**src/rtl/hex_scan_display.sv**
```systemverilog
// hex_scan_display: time-multiplexed seven-segment driver for NUM_DIGITS
// hex digits with frame-aligned shadow commit, leading-zero blanking and blink.
module hex_scan_display #(
  parameter int NUM_DIGITS   = 4,
  parameter int SCAN_DIV     = 50000,
  parameter int BLINK_FRAMES = 64,
  parameter bit ACTIVE_LOW   = 1'b1,
  localparam int IDX_W = (NUM_DIGITS > 1) ? $clog2(NUM_DIGITS) : 1
) (
  input  logic                    clk,
  input  logic                    reset,
  input  logic [4*NUM_DIGITS-1:0] value_in,
  input  logic                    load,
  input  logic                    blank_lz,
  input  logic [NUM_DIGITS-1:0]   blink_mask,
  output logic [6:0]              seg,
  output logic [NUM_DIGITS-1:0]   an,
  output logic [IDX_W-1:0]        digit_sel,
  output logic                    pend,
  output logic                    upd
);

  localparam int VAL_W = 4 * NUM_DIGITS;
  localparam int PS_W  = (SCAN_DIV > 1) ? $clog2(SCAN_DIV) : 1;
  localparam int FR_W  = (BLINK_FRAMES > 1) ? $clog2(BLINK_FRAMES) : 1;

  localparam logic [PS_W-1:0]  PS_LAST  = PS_W'(SCAN_DIV - 1);
  localparam logic [IDX_W-1:0] SEL_LAST = IDX_W'(NUM_DIGITS - 1);
  localparam logic [FR_W-1:0]  FR_LAST  = FR_W'(BLINK_FRAMES - 1);

  // "All segments off" / "all digits off" depend on pin polarity.
  localparam logic [6:0] SEG_OFF = {7{ACTIVE_LOW}};
  localparam logic [NUM_DIGITS-1:0] AN_OFF = {NUM_DIGITS{ACTIVE_LOW}};

  logic [PS_W-1:0]       r_presc;
  logic [IDX_W-1:0]      r_sel;
  logic [FR_W-1:0]       r_frame;
  logic                  r_blink;
  logic [VAL_W-1:0]      r_pending;
  logic                  r_pend;
  logic [VAL_W-1:0]      r_shadow;
  logic                  r_upd;
  logic [6:0]            r_seg;
  logic [NUM_DIGITS-1:0] r_an;

  logic                  w_tick;
  logic                  w_frame_end;
  logic [NUM_DIGITS-1:0] w_hiz;
  logic [NUM_DIGITS-1:0] w_onehot;
  logic [3:0]            w_nib;
  logic                  w_lz;
  logic                  w_bm;
  logic                  w_blank;
  logic [6:0]            w_glyph;
  logic [6:0]            w_seg_next;
  logic [NUM_DIGITS-1:0] w_an_next;

  // Active-high {g,f,e,d,c,b,a} pattern for one hex nibble.
  function automatic logic [6:0] f_glyph(input logic [3:0] n);
    logic [6:0] g;
    g = 7'h00;
    unique case (n)
      4'h0: g = 7'h3F;
      4'h1: g = 7'h06;
      4'h2: g = 7'h5B;
      4'h3: g = 7'h4F;
      4'h4: g = 7'h66;
      4'h5: g = 7'h6D;
      4'h6: g = 7'h7D;
      4'h7: g = 7'h07;
      4'h8: g = 7'h7F;
      4'h9: g = 7'h6F;
      4'hA: g = 7'h77;
      4'hB: g = 7'h7C;
      4'hC: g = 7'h39;
      4'hD: g = 7'h5E;
      4'hE: g = 7'h79;
      4'hF: g = 7'h71;
    endcase
    return g;
  endfunction

  assign w_tick      = (r_presc == PS_LAST);
  assign w_frame_end = w_tick & (r_sel == SEL_LAST);

  // Prescaler: one tick every SCAN_DIV clocks.
  always_ff @(posedge clk or posedge reset) begin
    if (reset) begin
      r_presc <= '0;
    end else if (w_tick) begin
      r_presc <= '0;
    end else begin
      r_presc <= r_presc + PS_W'(1);
    end
  end

  // Digit index advances on each tick and wraps after the last digit.
  always_ff @(posedge clk or posedge reset) begin
    if (reset) begin
      r_sel <= '0;
    end else if (w_tick) begin
      if (r_sel == SEL_LAST) begin
        r_sel <= '0;
      end else begin
        r_sel <= r_sel + IDX_W'(1);
      end
    end
  end

  // Frame counter and blink phase; phase flips every BLINK_FRAMES frames.
  always_ff @(posedge clk or posedge reset) begin
    if (reset) begin
      r_frame <= '0;
      r_blink <= 1'b0;
    end else if (w_frame_end) begin
      if (r_frame == FR_LAST) begin
        r_frame <= '0;
        r_blink <= ~r_blink;
      end else begin
        r_frame <= r_frame + FR_W'(1);
      end
    end
  end

  // Load capture and frame-boundary commit; a load landing on the
  // frame boundary bypasses the pending register entirely.
  always_ff @(posedge clk or posedge reset) begin
    if (reset) begin
      r_pending <= '0;
      r_pend    <= 1'b0;
      r_shadow  <= '0;
      r_upd     <= 1'b0;
    end else begin
      r_upd <= 1'b0;
      if (w_frame_end && load) begin
        r_shadow <= value_in;
        r_pend   <= 1'b0;
        r_upd    <= 1'b1;
      end else if (w_frame_end && r_pend) begin
        r_shadow <= r_pending;
        r_pend   <= 1'b0;
        r_upd    <= 1'b1;
      end else if (load) begin
        r_pending <= value_in;
        r_pend    <= 1'b1;
      end
    end
  end

  // w_hiz[i]: shadow nibbles i..NUM_DIGITS-1 are all zero.
  always_comb begin
    w_hiz = '0;
    w_hiz[NUM_DIGITS-1] = (r_shadow[VAL_W-1 -: 4] == 4'h0);
    for (int i = NUM_DIGITS - 2; i >= 0; i--) begin
      w_hiz[i] = w_hiz[i+1] & (r_shadow[4*i +: 4] == 4'h0);
    end
  end

  // Select the current digit's nibble and its blanking inputs.
  always_comb begin
    w_nib    = 4'h0;
    w_lz     = 1'b0;
    w_bm     = 1'b0;
    w_onehot = '0;
    for (int i = 0; i < NUM_DIGITS; i++) begin
      if (r_sel == IDX_W'(i)) begin
        w_nib       = r_shadow[4*i +: 4];
        w_lz        = (i > 0) && w_hiz[i];
        w_bm        = blink_mask[i];
        w_onehot[i] = 1'b1;
      end
    end
  end

  assign w_blank   = (blank_lz & w_lz) | (w_bm & r_blink);
  assign w_glyph   = f_glyph(w_nib);
  assign w_an_next = ACTIVE_LOW ? ~w_onehot : w_onehot;

  always_comb begin
    w_seg_next = ACTIVE_LOW ? ~w_glyph : w_glyph;
    if (w_blank) begin
      w_seg_next = SEG_OFF;
    end
  end

  // Pin registers: follow digit_sel one clock later.
  always_ff @(posedge clk or posedge reset) begin
    if (reset) begin
      r_seg <= SEG_OFF;
      r_an  <= AN_OFF;
    end else begin
      r_seg <= w_seg_next;
      r_an  <= w_an_next;
    end
  end

  assign seg       = r_seg;
  assign an        = r_an;
  assign digit_sel = r_sel;
  assign pend      = r_pend;
  assign upd       = r_upd;

endmodule

```
**config.mk**
```make
export PLATFORM = sky130hd
export DESIGN_NAME = hex_scan_display
export DESIGN_NICKNAME = d
export VERILOG_FILES = /design/src/rtl/hex_scan_display.sv
export SDC_FILE = /design/constraint.sdc
export NUM_CORES = 1
export LEC_CHECK = 0
export ABC_CLOCK_PERIOD_IN_PS = 7900
export CAP_MARGIN = 20
export CORE_ASPECT_RATIO = 0.75
export CORE_MARGIN = 2
export CORE_UTILIZATION = 25
export CTS_CLUSTER_DIAMETER = 120
export DETAILED_ROUTE_END_ITERATION = 10
export SLEW_MARGIN = 25
export SYNTH_ARGS = -nofsm -noshare
export SYNTH_HDL_FRONTEND = slang
export SYNTH_SLANG_ARGS = --single-unit
```
**constraint.sdc**
```tcl
create_clock -name clk -period 7.9 [get_ports clk]
set_clock_uncertainty 0.05 [all_clocks]
set_input_delay 1.58 -clock clk [delete_from_list [all_inputs] [get_ports clk]]
set_output_delay 1.58 -clock clk [all_outputs]
set_load 0.1 [all_outputs]
```
==> results.md, run 1 <==
- Max Cap Violations: 0
- Worst setup EP type: output pin
- Worst r2r path cells: 9
- Largest net degree at the start of global routing: 71
- Cell Area, Synth: 0.00340 sq mm
- Yosys warning count: 0
- CTS Sinks: 70
- Critical Path End: pend
- Largest stage delay, worst path: 1.27 ns
- Area after DPL: 0.00394 sq mm
- Top cell type by total area after synthesis: dfrtp_1
- Worst path depth: 1
- Type of origin of the critical path: flip-flop
- Core area: 0.0131 sq mm
- Unrepaired setup endpoints after global routing: false
- 1st-iter DRT viols: 206
- Grt ovf: 0
- Num CTS Buffers: 9
- Core Rows: 36
- Syn_area_per_cell: 10.8 sq um
- Number of global-route vias before repair: 2,525
- Worst EP required: 6.27 ns
- CP Max Fanout: 20
- GRT Total Usage: 11.3%
- Minimum clock period: 4.03 ns
- Top-count cell post-synth: dfrtp_1
- I/O pin count: 39
- Number of synthesized flops with an enable pin: 0
- Most Crowded Layer GR: met2
- Ranking of synthesized cells by area: dfrtp_1, dfstp_2, o22ai_1, ha_1, mux2_1
- Routability Congestion: 0.828
- CP top delay family: buffers and inverters
- WL per Instance: 14.7 microns
- Port bufs: 38
- FF-to-FF setup slack: 4.84 ns
- Clock Latency Late Sink: 0.33 ns
- Root buf cell: clkbuf_16
- Net switching fraction of the power: 20.6%
- R2r startpoint: digit_sel[0]$_DFFE_PP0N_
- Setup-failing EPs final: 0
- Comb pwr share: 4.4%
- Top cells by count, synth: dfrtp_1, o22ai_1, nand2_1
- Synthesis-stage register bit count: 70
- Fin. Hold Viols: 0
- Routed WL: 7750 microns
- Tcrit/Tclk final: 51.0%
- # Post-CTS Setup Buffers: 0
- Worst slew pin tran: 1.01 ns
- Hold slack: 0.435 ns
- Max Freq: 0.248 GHz
- Lkg Pwr: 1.78 nW
- Met1 usage: 15.9%
- Top-area cell type share of the netlist area: 43.5%
- Worst R2R End: seg[5]$_DFF_PP1_
- Slowest CP cell: clkdlybuf4s50_1
- First-pass detailed-route iteration total: 5
- Ys async rst share: 100%
- Ys flop type: dfrtp_1
- Worst-path clk slew: 0.05 ns
- Status: finished, final reports clean
- Hpwl dp: 5480 microns
- Switching pwr: 0.000161 W
- Relative slew slack: 32.8%
- Cell variety after synth: 46
- Crit path arrival time: 2.40 ns
- Final ANT Viol Nets: 0
- Cells after Synth: 315
- Post-CTS sizing: 0
- Hold-fix buffers at CTS: 0
- Buf+Inv Stages, Crit Path: 1
- Sum Neg Setup Slack: 0 ns
- Global-route wire length before repair: 12,900 microns
- Via count: 2,520
- Initial Util: 25.9%
- Worst hold path type: flip-flop to flip-flop
- Power density cells: 186 mW/mm^2
- Util after Layout: 32.2%
- # diodes: 0
- DRC Markers: 0
- H-Tree Depth: 3
- WS Path Type: flip-flop to output pin
- Post-synthesis sequential area ratio: 52.0%
- Syn nets: 351
- Area Overhead vs Synth: 24.4%
- Clock share of power: 48.3%
- Peak supply drop: 0.106 mV
- Crit path launch: pend$_DFFE_PP0P_
- Nets: 388
- Sequential share of power: 47.4%
- Final instance area: 0.00423 sq mm
- CTS tree: built
- Die W: 139 microns
- Number of vias per cell: 4.77
- CP cell instances: clkdlybuf4s50_1
- Internal: 0.000624 W
- Final non-filler cell total: 528
- Die height: 105 microns
- Post-placement cell count: 512
- Met3 Usage GRT: 3.76%
- Fin. max-slew vios: 0
- Layout fillers: 1,336
- Met2 Usage GRT: 16.2%
- Die ar.: 0.0145 sq mm
- CTS max path bufs: 2
- Layout cells sized above 1: 12.3%
- Initial antenna violation count: 0
-- stage by stage --
step                setup WS (ns)  total power (W)
global route                 3.82         0.000818
detailed placement           4.24         0.000413
global placement             4.28         0.000412
finish                       3.87         0.000785
floorplan                    4.52         0.000394
CTS                          3.88         0.000796
-- placed cells by master (no fill, tap or decap), types with 4 or more instances in the layout --
cell type and instances:
mux2_1 10, xor2_1 9, clkdlybuf4s50_1 38, dfrtp_1 59
nor2b_1 6, nand3_1 11, clkbuf_16 9, dfstp_2 11
a21oi_1 19, o22ai_1 33, inv_1 14, nand2_1 20
a211oi_1 4, xnor2_1 8, nor2_1 18, mux2i_1 4
ha_1 12, o21ai_0 5, mux2_2 9, nand4_1 4
-- worst min-delay path by stage --
stage	slack, ns	cells past startpoint	end	startpoint
detailed placement	0.43	1	r_frame[5]$_DFFE_PP0N_	r_frame[5]$_DFFE_PP0N_
finish	0.44	1	r_presc[13]$_DFF_PP0_	r_presc[13]$_DFF_PP0_
global route	0.45	1	r_pending[9]$_DFFE_PP0P_	r_pending[9]$_DFFE_PP0P_
CTS	0.44	1	r_presc[13]$_DFF_PP0_	r_presc[13]$_DFF_PP0_
global placement	0.42	1	r_presc[13]$_DFF_PP0_	r_presc[13]$_DFF_PP0_
floorplan	0.40	1	r_frame[5]$_DFFE_PP0N_	r_frame[5]$_DFFE_PP0N_
-- cells by family (layout without fill, tap and decap cells) --
family	Yosys count	count (layout)	share of synthesized area, %
flip-flops	70	70	52.0
AO/OA/AOI/OAI	77	77	14.5
multiplexers	23	23	7.48
buffers and inverters	29	71	3.50
adder cells (fa/ha/maj)	12	12	4.42
AND/OR/NAND/NOR	87	87	13.8
XOR/XNOR	17	17	4.38
-- state kept, by name, indices dropped and copies added, names as in the netlist --
register / count
r_shadow: 16
r_blink: 1
r_pending: 16
digit_sel: 2
upd: 1
pend: 1
an: 4
r_frame: 6
r_presc: 16
seg: 7
-- cell type report --
class	count	area, sq um	area share [%]
multi-input cells	216	1510	35.8
well taps	171	214	5.06
flip-flops and latches	70	1770	41.8
clock buffers	15	278	6.57
repair buffers	40	395	9.35
inverters	15	56.3	1.33
clock inverters	1	5.00	0.118
-- metal layers --
layer,share of wire (%),vias up
met4,1.3,0
met3,4.2,9
met1,52,1237
met2,43,50
li1,-,1224
met5,0,-
-- power groups by stage --
stage                     Combinational (W)  Clock [W]  Sequential [W]
after floorplan                   0.0000175          0        0.000376
after global placement            0.0000343          0        0.000378
after detailed placement          0.0000354          0        0.000378
after CTS                         0.0000354   0.000389        0.000372
after global routing              0.0000385   0.000407        0.000373
final                             0.0000343   0.000379        0.000372
No activity file was read; power rests on OpenSTA's default activity.
==> run 2, diff against run 1 <==
--- a/config.mk
+++ b/config.mk
@@ -5,7 +5,7 @@
 export SDC_FILE = /design/constraint.sdc
 export NUM_CORES = 1
 export LEC_CHECK = 0
-export ABC_CLOCK_PERIOD_IN_PS = 7900
+export ABC_CLOCK_PERIOD_IN_PS = 3530
 export CAP_MARGIN = 20
 export CORE_ASPECT_RATIO = 0.75
 export CORE_MARGIN = 2
==> constraint.sdc (replaced) <==
create_clock -name clk -period 3.53 [get_ports clk]
set_clock_uncertainty 0.05 [all_clocks]
set_input_delay 0.706 -clock clk [delete_from_list [all_inputs] [get_ports clk]]
set_output_delay 0.706 -clock clk [all_outputs]
set_load 0.1 [all_outputs]
==> results.md, run 2 (same netlist as run 1, synthesis figures left out) <==
- Number of global-route vias before repair: 2,628
- Root buf cell: clkbuf_16
- CTS max path bufs: 2
- I/O pin count: 39
- Core Rows: 36
- Biggest regs: r_pending (16), r_presc (16), r_shadow (16)
- Comb pwr share: 4.4%
- DRC Markers: 0
- Layout cells sized above 1: 17.6%
- Internal: 0.00143 W
- 1st-iter DRT viols: 147
- Worst setup EP type: flip-flop
- Die ar.: 0.0145 sq mm
- Fin. max-slew vios: 0
- Worst r2r path cells: 5
- Worst-path clk slew: 0.05 ns
- CP Max Fanout: 16
- Util after Layout: 32.5%
- Hold endpoint: r_frame[5]$_DFFE_PP0N_
- Type of origin of the critical path: flip-flop
- Global-route wire length before repair: 13,400 microns
- GRT Total Usage: 11.6%
- Worst R2R End: r_pending[14]$_DFFE_PP0P_
- Via count: 2,575
- Relative slew slack: 35.4%
- # Post-CTS Setup Buffers: 0
- Unrepaired setup endpoints after global routing: false
- Routability Congestion: 0.796
- Power density cells: 422 mW/mm^2
- Hpwl dp: 5630 microns
- Clock Latency Late Sink: 0.34 ns
- WS Path Type: flip-flop to flip-flop
- Hold wc startpoint: r_frame[5]$_DFFE_PP0N_
- Initial Util: 25.9%
- Post-CTS sizing: 0
- First-pass detailed-route iteration total: 4
- Final ANT Viol Nets: 0
- Routed WL: 7980 microns
- Setup-failing EPs final: 0
- Core area: 0.0131 sq mm
- R2r startpoint: r_presc[11]$_DFF_PP0_
- # diodes: 0
- Num CTS Buffers: 9
- Area Overhead vs Synth: 25.4%
- Most frequent cells in the layout: dfrtp_1, o22ai_1, clkdlybuf4s50_1, buf_4, nand2_1
- CTS Sinks: 70
- Sum Neg Setup Slack: 0 ns
- Status: finished, final reports clean
- WL per Instance: 15.0 microns
- Number of vias per cell: 4.82
- Grt ovf: 0
- CTS tree: built
- Clock share of power: 49.3%
- Lkg Pwr: 1.83 nW
- Switching pwr: 0.000370 W
- Fin. Hold Viols: 0
- Worst hold path type: flip-flop to flip-flop
- Worst slew pin tran: 0.966 ns
- Hold depth: 1
- Sequential share of power: 46.3%
- Initial antenna violation count: 0
- Die height: 105 microns
- Minimum clock period: 2.64 ns
- Die W: 139 microns
- FF-to-FF setup slack: 0.89 ns
- Peak supply drop: 0.271 mV
- H-Tree Depth: 3
- Worst EP required: 3.70 ns
- Largest net degree at the start of global routing: 71
- Nets: 394
- Crit path arrival time: 2.81 ns
- Max Cap Violations: 0
- Most common cell after layout, fill and taps aside: dfrtp_1
- Tcrit/Tclk final: 74.7%
- Port bufs: 38
- Net switching fraction of the power: 20.6%
- Max Freq: 0.379 GHz
- Hold-fix buffers at CTS: 0
## run 2: worst max-delay path by stage
stage	from	end	slack, ns	depth (start not counted)
floorplan	digit_sel[1]$_DFFE_PP0N_	seg[5]$_DFF_PP1_	0.21	10
global placement	r_presc[10]$_DFF_PP0_	r_pending[13]$_DFFE_PP0P_	0.95	5
detailed placement	r_presc[11]$_DFF_PP0_	r_pending[1]$_DFFE_PP0P_	0.90	5
CTS	r_presc[11]$_DFF_PP0_	r_pending[14]$_DFFE_PP0P_	0.88	5
global route	digit_sel[1]$_DFFE_PP0N_	seg[5]$_DFF_PP1_	0.67	10
finish	r_presc[11]$_DFF_PP0_	r_pending[14]$_DFFE_PP0P_	0.89	5
## run 2: power by group through the flow
stage          registers, W  clock network (W)   logic, W
5_1_grt            0.000834           0.000944  0.0000871
4_1_cts            0.000832           0.000905  0.0000811
3_3_place_gp       0.000845                  0  0.0000790
2_1_floorplan      0.000842                  0  0.0000391
3_5_place_dp       0.000846                  0  0.0000807
6_report           0.000832           0.000886  0.0000785
## run 2: cell type report
class	instances	area [sq um]
timing repair buffer	46	418
tap	171	214
fill	1313	8850
inverter	15	56.3
multi-input combinational	216	1510
clock inverter	4	46.3
clock buffer	12	246
sequential	70	1770
## run 2: per-stage QoR
step           total power, W  area [sq um]  hold WS [ns]  setup WS, ns  std cells
5_1_grt               0.00187          4260         0.456         0.673        534
4_1_cts               0.00182          4260         0.434         0.877        534
3_5_place_dp         0.000926          3970         0.426         0.901        518
3_3_place_gp         0.000924          3970         0.420         0.953        518
6_report              0.00180          4260         0.431         0.892        534
2_1_floorplan        0.000881          3400         0.401         0.207        315
## run 2: routing by layer
metal / up-vias / routed length, microns / track usage, %
met5: - / 0 / 0
met4: 0 / 133 / 3.86
met1: 1261 / 3950 / 16.4
li1: 1224 / - / -
met3: 12 / 506 / 4.08
met2: 78 / 3400 / 16.4
## run 2: worst max-delay path, cell delays in order (launching register included)
cell	delay, ns
dfrtp_1	0.42
or4_1	0.57
nor4_4	0.43
nand2_2	0.24
nand2_2	0.42
mux2_2	0.38
